$ cat src/rtl/alu_seq_pkg.sv
// Shared types and default sizes for the ALU sequencer and its program memory.
package alu_seq_pkg;

  localparam int unsigned OPW_DEF   = 4;
  localparam int unsigned DEPTH_DEF = 8;
  localparam int unsigned AW_DEF    = $clog2(DEPTH_DEF);

  typedef enum logic [1:0] {
    IDLE = 2'd0,
    LOAD = 2'd1,
    EXEC = 2'd2,
    DONE = 2'd3
  } state_t;

  typedef struct packed {
    logic [OPW_DEF-1:0] op;
    logic               src;
    logic               last;
  } prog_word_t;

endpackage

$ cat src/rtl/seq_prog_mem.sv
// Program store: synchronous write, asynchronous read, cleared by reset.
module seq_prog_mem
  import alu_seq_pkg::*;
#(
  parameter int unsigned DEPTH = DEPTH_DEF,
  parameter int unsigned AW    = $clog2(DEPTH)
) (
  input  logic          clk,
  input  logic          rst,
  input  logic          we,
  input  logic [AW-1:0] waddr,
  input  prog_word_t    wdata,
  input  logic [AW-1:0] raddr,
  output prog_word_t    rdata
);

  prog_word_t mem [DEPTH];

  always_ff @(posedge clk) begin
    if (rst) begin
      for (int unsigned i = 0; i < DEPTH; i++) begin
        mem[AW'(i)] <= '0;
      end
    end else if (we) begin
      mem[waddr] <= wdata;
    end
  end

  assign rdata = mem[raddr];

endmodule

$ cat src/rtl/alu_sequencer.sv
// Sequences the operand/ALU/result datapath through a small stored program of ALU ops.
module alu_sequencer
  import alu_seq_pkg::*;
#(
  parameter int unsigned OPW   = OPW_DEF,
  parameter int unsigned DEPTH = DEPTH_DEF,
  parameter int unsigned AW    = $clog2(DEPTH)
) (
  input  logic           clk,
  input  logic           rst,
  input  logic           start,
  input  logic           abort,
  input  logic           prog_we,
  input  logic [AW-1:0]  prog_addr,
  input  logic [OPW-1:0] prog_op,
  input  logic           prog_src,
  input  logic           prog_last,
  output logic           reg0_en,
  output logic           reg1_en,
  output logic [OPW-1:0] alu_op,
  output logic           src_sel,
  output logic           busy,
  output logic           done,
  output logic [AW-1:0]  pc
);

  state_t        state;
  logic [AW-1:0] pc_q;
  logic          start_q;
  logic          start_edge;
  logic          mem_we;
  prog_word_t    wdata;
  prog_word_t    word;

  assign start_edge = start & ~start_q;
  assign mem_we     = prog_we & (state == IDLE);
  assign wdata      = '{op: OPW_DEF'(prog_op), src: prog_src, last: prog_last};

  seq_prog_mem #(
    .DEPTH (DEPTH),
    .AW    (AW)
  ) u_prog_mem (
    .clk   (clk),
    .rst   (rst),
    .we    (mem_we),
    .waddr (prog_addr),
    .wdata (wdata),
    .raddr (pc_q),
    .rdata (word)
  );

  // start_q resets high so a start held through reset is not seen as an edge.
  always_ff @(posedge clk) begin
    if (rst) begin
      state   <= IDLE;
      pc_q    <= '0;
      start_q <= 1'b1;
    end else begin
      start_q <= start;
      case (state)
        IDLE: begin
          pc_q <= '0;
          if (start_edge && !abort) begin
            state <= LOAD;
          end
        end
        LOAD: begin
          if (abort) begin
            state <= IDLE;
            pc_q  <= '0;
          end else begin
            state <= EXEC;
          end
        end
        EXEC: begin
          if (abort) begin
            state <= IDLE;
            pc_q  <= '0;
          end else if (word.last || (pc_q == AW'(DEPTH - 1))) begin
            state <= DONE;
          end else begin
            pc_q <= pc_q + AW'(1);
          end
        end
        DONE: begin
          state <= IDLE;
          pc_q  <= '0;
        end
        default: begin
          state <= IDLE;
          pc_q  <= '0;
        end
      endcase
    end
  end

  // Datapath controls decoded from the registered state and program word.
  always_comb begin
    reg0_en = 1'b0;
    reg1_en = 1'b0;
    alu_op  = '0;
    src_sel = 1'b0;
    busy    = 1'b0;
    done    = 1'b0;
    case (state)
      LOAD: begin
        reg0_en = 1'b1;
        busy    = 1'b1;
      end
      EXEC: begin
        reg1_en = 1'b1;
        busy    = 1'b1;
        alu_op  = OPW'(word.op);
        src_sel = word.src;
      end
      DONE: begin
        done = 1'b1;
      end
      default: ;
    endcase
  end

  assign pc = pc_q;

endmodule
$ cat config.mk
export PLATFORM = sky130hd
export DESIGN_NAME = alu_sequencer
export DESIGN_NICKNAME = d
export VERILOG_FILES = /design/src/rtl/alu_seq_pkg.sv /design/src/rtl/seq_prog_mem.sv /design/src/rtl/alu_sequencer.sv
export SDC_FILE = /design/constraint.sdc
export NUM_CORES = 1
export LEC_CHECK = 0
export ABC_AREA = 1
export CORE_MARGIN = 3
export CORE_UTILIZATION = 56
export CTS_CLUSTER_SIZE = 25
export DETAILED_ROUTE_END_ITERATION = 10
export MAX_ROUTING_LAYER = met4
export PLACE_DENSITY_LB_ADDON = 0.12
export SLEW_MARGIN = 10
export SYNTH_ARGS = -nofsm -noshare
export SYNTH_HDL_FRONTEND = slang
export SYNTH_HIERARCHICAL = 1
export SYNTH_SLANG_ARGS = --single-unit
$ cat constraint.sdc
create_clock -name clk -period 1.7 [get_ports clk]
set_input_delay 0.255 -clock clk [delete_from_list [all_inputs] [get_ports clk]]
set_output_delay 0.255 -clock clk [all_outputs]
set_load 0.005 [all_outputs]
==> results.txt, run 1 <==
Crit-path max cell delay = 0.41 ns
Clk_lat worst skew = 0.30 ns
Setup violations, final = 0
Ys flop type = edfxtp_1
Req. time, crit path = 1.44 ns
Placer Congestion = 0.9415
Yosys reg bits = 54
Core footprint = 4817 um2
CTS tree = built
Sequential fraction of design power = 44.7%
Int Power = 2478 uW
Crit path from = pc[0]
Gate Count Post-Synth = 356
Site Rows = 25
Area contributors post-synth = edfxtp_1 51%, nand2_1 15%, inv_1 9.6%
Share of cells above drive strength 1 = 22.79%
Post-synthesis async set-or-reset flop share = 0%
Crit-path max FO = 6
Initial antenna violation count = 0
Final nets = 428
Syn nets = 377
DR vias = 2,417
Top-area cell type share of the netlist area = 50.70%
Vias in the first global route = 2,253
Vias per cell = 5.088
I/O pins = 26
Post-synthesis area per instance = 7.985 um2
Total GRT Usage = 24.57%
Final worst slack = 0.005743 ns
Relative slew margins = 74.56%
Worst Tran Pin Value = 0.3812 ns
CP Data Arrival Time = 1.44 ns
Clk_skew = 0.01174 ns
Root Buffer = clkbuf_8
Leakage power = 0.001794 uW
Startpoint Class = flip-flop
Logic pwr share = 32.2%
Synth-to-Final Area Change = 28.48%
Largest area contributor in the netlist = edfxtp_1
Switching share of power = 30.89%
Critical path type = flip-flop to output pin
FILL cells = 381
Switching power = 1107 uW
Diodes inserted = 0
DP HPWL = 4.803 mm
Synth top cells by count = 117 x nand2_1, 73 x inv_1, 58 x nor2_1
CP endpoint kind = output pin
Outcome = finished, final reports clean
Worst hold margin = 0.5468 ns
Mapped cell area = 2843 um2
Drc violations = 0
Hold crit path type = flip-flop to flip-flop
Clk pwr share = 23.1%
Post-synth cell types = 16
H-tree depth = 2
Worst path most repeated cell = nand2_1
Initial Utilization = 59.01%
Gr ovfl total = 0
Die Width = 77.25 um
Clock sink total = 54
Final core occ = 75.82%
Ys Warns = 6
First-pass GRT wire length = 10.87 mm
Final hold vios = 0
Max_cap viols = 0
Clk buf depth = 2
Reg2Reg Setup Slack = 0.006 ns
Port-buffer cells = 25
Most frequent cell after synthesis = nand2_1
CTS Buf Count = 5
Clock transition at path regs = 0.08 ns
Min cycle time layout = 1.694 ns
Seq/Total Area, Yosys = 54.93%
Cell family with most CP delay = flip-flops
Reg-to-reg critical path startpoint = pc[0]
Vert. Die Dim = 77.25 um
Hold path start = state[1]
Slowest library cell on the worst path = dfxtp_4
Routed Antenna Nets = 0
RSZ-0062 raised after global routing = true
Routed WL = 6.956 mm
Dpl ws = -0.1160 ns
Die area = 5968 um2
Drt wl/cell = 14.64 um
Cells along the critical path = inv_8 > buf_12 > nand2_1 > nand3_1 > nand2_1 > nand2_1 > nand2_1 > nand2_1 > inv_1 > buf_2
Largest net degree at the start of global routing = 16
DRT iter0 DRCs = 181
Post-route clock period utilization = 99.66%
Post-synth EDFFs = 48
Max Transition Viols Final = 0
Peak VDD IR = 638.1 uV
Power Density = 981.6 nW/um2
CP bufs+invs = 4
Fmax = 0.5902 GHz
1st-pass router iterations = 5
flip-flops by register name, indices dropped and copies added (netlist names):
| name | cells |
|---|---|
| pc | 3 |
| start_q | 1 |
| state | 2 |
| u_prog_mem/mem | 48 |
worst paths after layout:
| kind | to | cells after the start |
|---|---|---|
| setup / recovery | src_sel | 10 |
| setup reg to reg | state[0] | 14 |
| hold reg to reg | state[1] | 2 |
| hold / removal | state[1] | 2 |
tightest hold or removal path, cell delays in order, from the launching register on:
cell and delay (ns):
dfxtp_4 0.39, a21oi_2 0.04, nor2_1 0.09
placed cells by master (no fill, tap or decap):
| cell type | n |
|---|---|
| nand2_1 | 96 |
| inv_1 | 71 |
| nor2_1 | 57 |
| edfxtp_1 | 48 |
| buf_4 | 21 |
| nand2_2 | 20 |
| clkdlybuf4s50_1 | 16 |
| nand3_1 | 13 |
| nand3_2 | 12 |
| clkbuf_8 | 5 |
| inv_2 | 4 |
| buf_2 | 4 |
| dlygate4sd2_1 | 4 |
| nor2_4 | 3 |
| nand2_4 | 3 |
| a21oi_2 | 3 |
| ha_2 | 3 |
| ha_1 | 3 |
| o21ai_1 | 2 |
| clkbuf_1 | 2 |
| buf_16 | 2 |
| dfxtp_4 | 2 |
| dfxtp_2 | 2 |
| buf_12 | 2 |
| dfxtp_1 | 2 |
| a21oi_1 | 1 |
| or2_2 | 1 |
| ha_4 | 1 |
| bufinv_16 | 1 |
| clkbuf_2 | 1 |
| inv_8 | 1 |
| nor2_2 | 1 |
| buf_6 | 1 |
power by group through the flow:
stage | registers (uW) | clock network [uW] | logic (uW)
floorplan | 1610 | 0 | 569
finish | 1600 | 829 | 1150
CTS | 1600 | 838 | 1050
detailed placement | 1610 | 0 | 953
global route | 1610 | 902 | 1260
global placement | 1610 | 0 | 933
cell families after synthesis:
logic type / synth area share [%]
AOI/OAI and AO/OA: 1.056
adders and majority gates: 3.081
and+or+nand+nor: 29.01
DFF: 54.93
buffers and inverters: 11.93
layout make-up:
class | count | area (um2) | share of cell area, %
clock buffer | 7 | 76.32 | 2.090
clock inverter | 1 | 30.03 | 0.8222
inverter | 76 | 292.8 | 8.016
multi-input combinational | 219 | 1114 | 30.49
sequential | 54 | 1572 | 43.03
tap | 67 | 83.83 | 2.295
timing repair buffer | 51 | 484.2 | 13.26
metrics by stage:
| step | total power, uW | std cells | TNS, ns | instance area (um2) |
|---|---|---|---|---|
| after global routing | 3775 | 475 | -0.5363 | 3652 |
| after global placement | 2540 | 463 | -0.6581 | 3301 |
| after CTS | 3488 | 475 | -0.1724 | 3552 |
| after floorplan | 2176 | 356 | 0 | 2843 |
| after detailed placement | 2565 | 463 | -2.133 | 3301 |
| final | 3585 | 475 | 0 | 3652 |
what timing repair did:
action | in CTS | in global routing
gates resized for setup | 50 | 37
hold buffers | 0 | 0
endpoints found under the hold margin | 0 | 0
pin swaps | 3 | 12
buffers inserted | 2 | 0
endpoints found under the setup margin | 9 | 58
gates cloned | 2 | 0
per-layer routing:
metal / global-route usage, % / routed length [um] / vias up
li1: - / - / 1173
met1: 31.43 / 3009 / 1134
met2: 39.72 / 3390 / 95
met3: 3.991 / 400 / 15
met4: 8.719 / 155 / 0
met5: - / 0 / -
No activity file was read; power rests on OpenSTA's default activity.
==> run 2: changes to the inputs <==
DONT_BUFFER_PORTS = 1   (was unset)
clock period = 2.05 ns   (was 1.7 ns; I/O delays follow)
==> run 2 against run 1 <==
Critical path depth is 2 lower. Critical endpoint unchanged. Utilization is 14 points lower. Cell area is 18% lower. Via count is 13% lower. Clock skew is 0.0045 ns lower. Largest cell class unchanged. Largest power group unchanged.
==> results.txt, run 2 (synthesis results as in run 1) <==
Outcome = finished, final reports clean
Most common cell after layout, fill and taps aside = nand2_1
Synth-to-Final Area Change = 5.282%
Initial antenna violation count = 0
DP HPWL = 4.476 mm
Core footprint = 4817 um2
Startpoint Class = flip-flop
Switching power = 768.9 uW
H-tree depth = 2
Crit-path max cell delay = 0.45 ns
R2R cell count = 12
Drc violations = 0
CP Data Arrival Time = 1.53 ns
Clk pwr share = 22.3%
Final nets = 382
Routed WL = 5.935 mm
Sequential fraction of design power = 54.0%
Hold depth = 1
Vias in the first global route = 1,927
Slowest library cell on the worst path = dfxtp_2
Hold worst-path end = start_q
Site Rows = 25
RSZ-0062 raised after global routing = false
Top reg by flops = u_prog_mem/mem
Post-route clock period utilization = 89.44%
Total GRT Usage = 22.52%
Relative slew margins = 75.07%
Routed Antenna Nets = 0
Power Density = 821.0 nW/um2
Req. time, crit path = 1.74 ns
Die Width = 77.25 um
Setup violations, final = 0
Reg-to-reg critical path startpoint = pc[0]
Max_cap viols = 0
DR vias = 2,107
Setup_tns = 0 ns
Worst path most repeated cell = nand2_1
Clk_skew = 0.007206 ns
Peak VDD IR = 487.9 uV
Port-buffer cells = 0
Gr ovfl total = 0
Max FFs per register = 48
Commonest non-fill, non-tap cells in the layout = 117 x nand2_1, 73 x inv_1, 58 x nor2_1, 48 x edfxtp_1, 25 x nand3_1
Hold path start = rst
Root Buffer = clkbuf_8
Min cycle time layout = 1.834 ns
Share of cells above drive strength 1 = 5.801%
Logic pwr share = 23.7%
Hold crit path type = primary input to flip-flop
Clock transition at path regs = 0.09 ns
Clk_lat worst skew = 0.30 ns
Final hold vios = 0
FILL cells = 466
Setup repair bufs after CTS = 0
I/O pins = 26
Fmax = 0.5454 GHz
Clk buf depth = 2
Drt wl/cell = 13.83 um
Switching share of power = 31.30%
Reg2Reg Setup Slack = 0.27 ns
Vias per cell = 4.911
Leakage power = 0.001512 uW
Multi-input gate area in the final layout = 942.2 um2
Cell family with most CP delay = flip-flops
Cells along the critical path = buf_4 > nand2_1 > nand3_1 > nand2_1 > nand2_1 > nand2_1 > nand2_1 > inv_1
Int Power = 1688 uW
DRT iter0 DRCs = 215
Placer Congestion = 0.8509
Crit-path max FO = 20
Die area = 5968 um2
1st-pass router iterations = 5
Clock sink total = 54
Critical path type = flip-flop to output pin
CP bufs+invs = 2
FF/Latch Area = 1563 um2
CTS tree = built
Initial Utilization = 59.01%
R2r endpoint = pc[1]
Max Transition Viols Final = 0
Diodes inserted = 0
Vert. Die Dim = 77.25 um
CTS Buf Count = 5
Largest net degree at the start of global routing = 25
Total power = 2457 uW
First-pass GRT wire length = 9.887 mm
Worst Tran Pin Value = 0.3734 ns
CP endpoint kind = output pin
-- run 2: changes by cell type in the layout (fill, tap and decap cells not counted), moves of 4 or more --
cell	before	now
nand2_1	96	117
nand2_2	20	2
buf_4	21	5
clkdlybuf4s50_1	16	0
nand3_1	13	25
nand3_2	12	0
buf_2	4	0
dlygate4sd2_1	4	0
ha_1	3	7
-- run 2: worst max-delay path by stage --
stage	startpoint	to	slack, ns	cells after the start
floorplan	pc[0]	pc[2]	0.49	13
global placement	pc[0]	pc[1]	0.25	12
detailed placement	pc[0]	pc[1]	0.23	12
CTS	pc[0]	alu_op[3]	0.03	8
global route	pc[0]	pc[1]	0.03	12
finish	pc[0]	src_sel	0.22	8
-- run 2: stage by stage --
stage | hold WS [ns] | worst slack [ns] | instances | util [%] | cell area [um2]
6_report | 0.1089 | 0.2164 | 429 | 62.13 | 2993
5_1_grt | 0.1044 | 0.03128 | 429 | 62.13 | 2993
4_1_cts | 0.1008 | 0.03080 | 429 | 62.10 | 2992
3_5_place_dp | 0.4175 | 0.2273 | 421 | 60.42 | 2910
3_3_place_gp | 0.4159 | 0.2453 | 421 | 60.42 | 2910
2_1_floorplan | 0.4113 | 0.4911 | 356 | - | 2843
-- run 2: power groups by stage --
stage | clock network [uW] | logic (uW) | registers, uW
2_1_floorplan | 0 | 472 | 1330
3_3_place_gp | 0 | 576 | 1350
3_5_place_dp | 0 | 577 | 1350
4_1_cts | 563 | 580 | 1330
5_1_grt | 615 | 678 | 1340
6_report | 548 | 582 | 1330
-- run 2: timing repair --
action | CTS | global route
resized for setup | 0 | 1
endpoints found under the setup margin | 0 | 7
hold buffers | 0 | 0
-- run 2: layer usage --
layer	GRT usage, %	vias up	routed length, um
li1	-	1080	-
met1	33.00	912	2684
met2	31.43	109	2613
met3	5.164	6	576
met4	6.406	0	61
met5	-	-	0
-- run 2: final cells by class --
type	instances	share of cell area, %
inverters	76	9.532
clock buffers	6	2.425
flip-flops and latches	54	52.22
repair buffers	5	1.254
clock inverters	2	0.2926
well taps	67	2.801
multi-input cells	219	31.48
==> run 3: changes to the inputs <==
GPL_TIMING_DRIVEN = 0   (was unset)
RECOVER_POWER = 25   (was unset)
SKIP_CTS_REPAIR_TIMING = 1   (was unset)
==> run 3 against run 2 <==
Via count fell by 3.0%. Critical endpoint is now alu_op[0]. Hold slack lost 0.0030 ns. Clock skew decreased by 0.0016 ns. Power rose by 7.7%. First-iteration DRC count is 24% lower. Die area unchanged. Largest cell class unchanged. Setup slack lost 0.067 ns. Sequential share of layout area decreased by 0.96 points. Routed wire length is 6.7% lower.
==> results.txt, run 3 (synthesis results as in run 1) <==
Outcome = finished, final reports clean
Initial Utilization = 59.01%
Max FFs per register = 48
Clock transition at path regs = 0.10 ns
CP Data Arrival Time = 1.59 ns
Dpl cells = 423
Final worst slack = 0.1499 ns
FILL cells = 464
Die Width = 77.25 um
Max_cap viols = 0
CTS tree = built
Fin cells = 431
Clock sink total = 54
Req. time, crit path = 1.74 ns
Vert. Die Dim = 77.25 um
Routed Antenna Nets = 0
Largest net degree at the start of global routing = 19
DR vias = 2,044
H-tree depth = 2
Worst path most repeated cell = nand2_1
Commonest non-fill, non-tap cells in the layout = 115 x nand2_1, 73 x inv_1, 58 x nor2_1, 48 x edfxtp_1, 25 x nand3_1
R2R cell count = 8
Slowest library cell on the worst path = dfxtp_1
RSZ-0062 raised after global routing = false
Setup violations, final = 0
Setup_tns = 0 ns
Total GRT Usage = 20.63%
Die area = 5968 um2
DRT iter0 DRCs = 163
Min cycle time layout = 1.900 ns
Fmax = 0.5263 GHz
Power Density = 867.7 nW/um2
Worst Tran Pin Value = 0.3889 ns
Vias per cell = 4.742
I/O pins = 26
Dpl ws = 0.1624 ns
Hold crit path type = primary input to flip-flop
Leakage power = 0.001542 uW
Clk_skew = 0.005630 ns
Top reg by flops = u_prog_mem/mem
Core footprint = 4817 um2
CTS Buf Count = 5
Post-route clock period utilization = 92.69%
Vias in the first global route = 1,937
Initial antenna violation count = 0
Critical path type = flip-flop to output pin
Placer Congestion = 0.7976
Synth-to-Final Area Change = 7.262%
Peak VDD IR = 594.7 uV
Final nets = 384
Gr ovfl total = 0
First-pass GRT wire length = 9.239 mm
Port-buffer cells = 0
1st-pass router iterations = 4
Final hold vios = 0
DP HPWL = 4.133 mm
Most common cell after layout, fill and taps aside = nand2_1
Crit-path max cell delay = 0.51 ns
Routed WL = 5.540 mm
Root Buffer = clkbuf_8
Crit-path max FO = 10
CP endpoint kind = output pin
Clk buf depth = 2
Drc violations = 0
Area after DPL = 2927 um2
Diodes inserted = 0
Final instance area = 3049 um2
Cells along the critical path = buf_2 > nand3_1 > nand2_1 > nand2_1 > nand2_1 > nand2_1 > inv_1
Relative slew margins = 74.04%
Site Rows = 25
Clk_lat worst skew = 0.30 ns
Hold depth = 1
Share of cells above drive strength 1 = 7.418%
Startpoint Class = flip-flop
Max Transition Viols Final = 0
Drt wl/cell = 12.85 um
[run 3: changes by cell type in the layout (fill, tap and decap cells not counted), sizes merged]
cell	previous run	this run
clkinv	2	0
bufinv	0	1
buf	5	7
clkbuf	6	5
inv	76	78
[run 3: layer usage]
layer,part of all wire [%],track usage [%],routed length (um)
met1,48,29.45,2638
met2,46,31.35,2524
met5,0,-,0
met4,0.38,3.737,21
met3,6.4,3.756,354
[run 3: cell type report]
type / instances / area, um2 / area share (%)
plain buffers: 7 / 53.80 / 1.764
clock buffers: 5 / 68.82 / 2.257
clock inverters: 3 / 47.55 / 1.559
inverters: 76 / 285.3 / 9.356
multi-input cells: 219 / 947.2 / 31.06
flip-flops and latches: 54 / 1563 / 51.25
well taps: 67 / 83.83 / 2.749
[run 3: where the power goes]
group / internal [uW] / total, uW / switching, uW
clock network: 373 / 729 / 356
registers: 1270 / 1320 / 46.4
logic: 195 / 596 / 401
total: 1840 / 2650 / 803
[run 3: final timing paths]
path,start,end,slack [ns]
min,rst,start_q,0.11
min reg2reg,state[1],state[1],0.57
max reg2reg,state[0],u_prog_mem/mem[5][5],0.21
max,pc[1],alu_op[0],0.15
[run 3: metrics by stage]
| step | total power (uW) | util (%) | hold slack [ns] |
|---|---|---|---|
| floorplan | 1804 | - | 0.4113 |
| global placement | 1928 | 60.75 | 0.4124 |
| detailed placement | 1944 | 60.75 | 0.4184 |
| CTS | 2662 | 63.17 | 0.09693 |
| global route | 2814 | 63.30 | 0.09420 |
| finish | 2646 | 63.30 | 0.1060 |
[run 3: worst max-delay path: cells and delay by family, from the launching register on]
family	cells	cell delay, ns
DFF	1	0.51
buffers and inverters	2	0.36
and+or+nand+nor	5	0.42
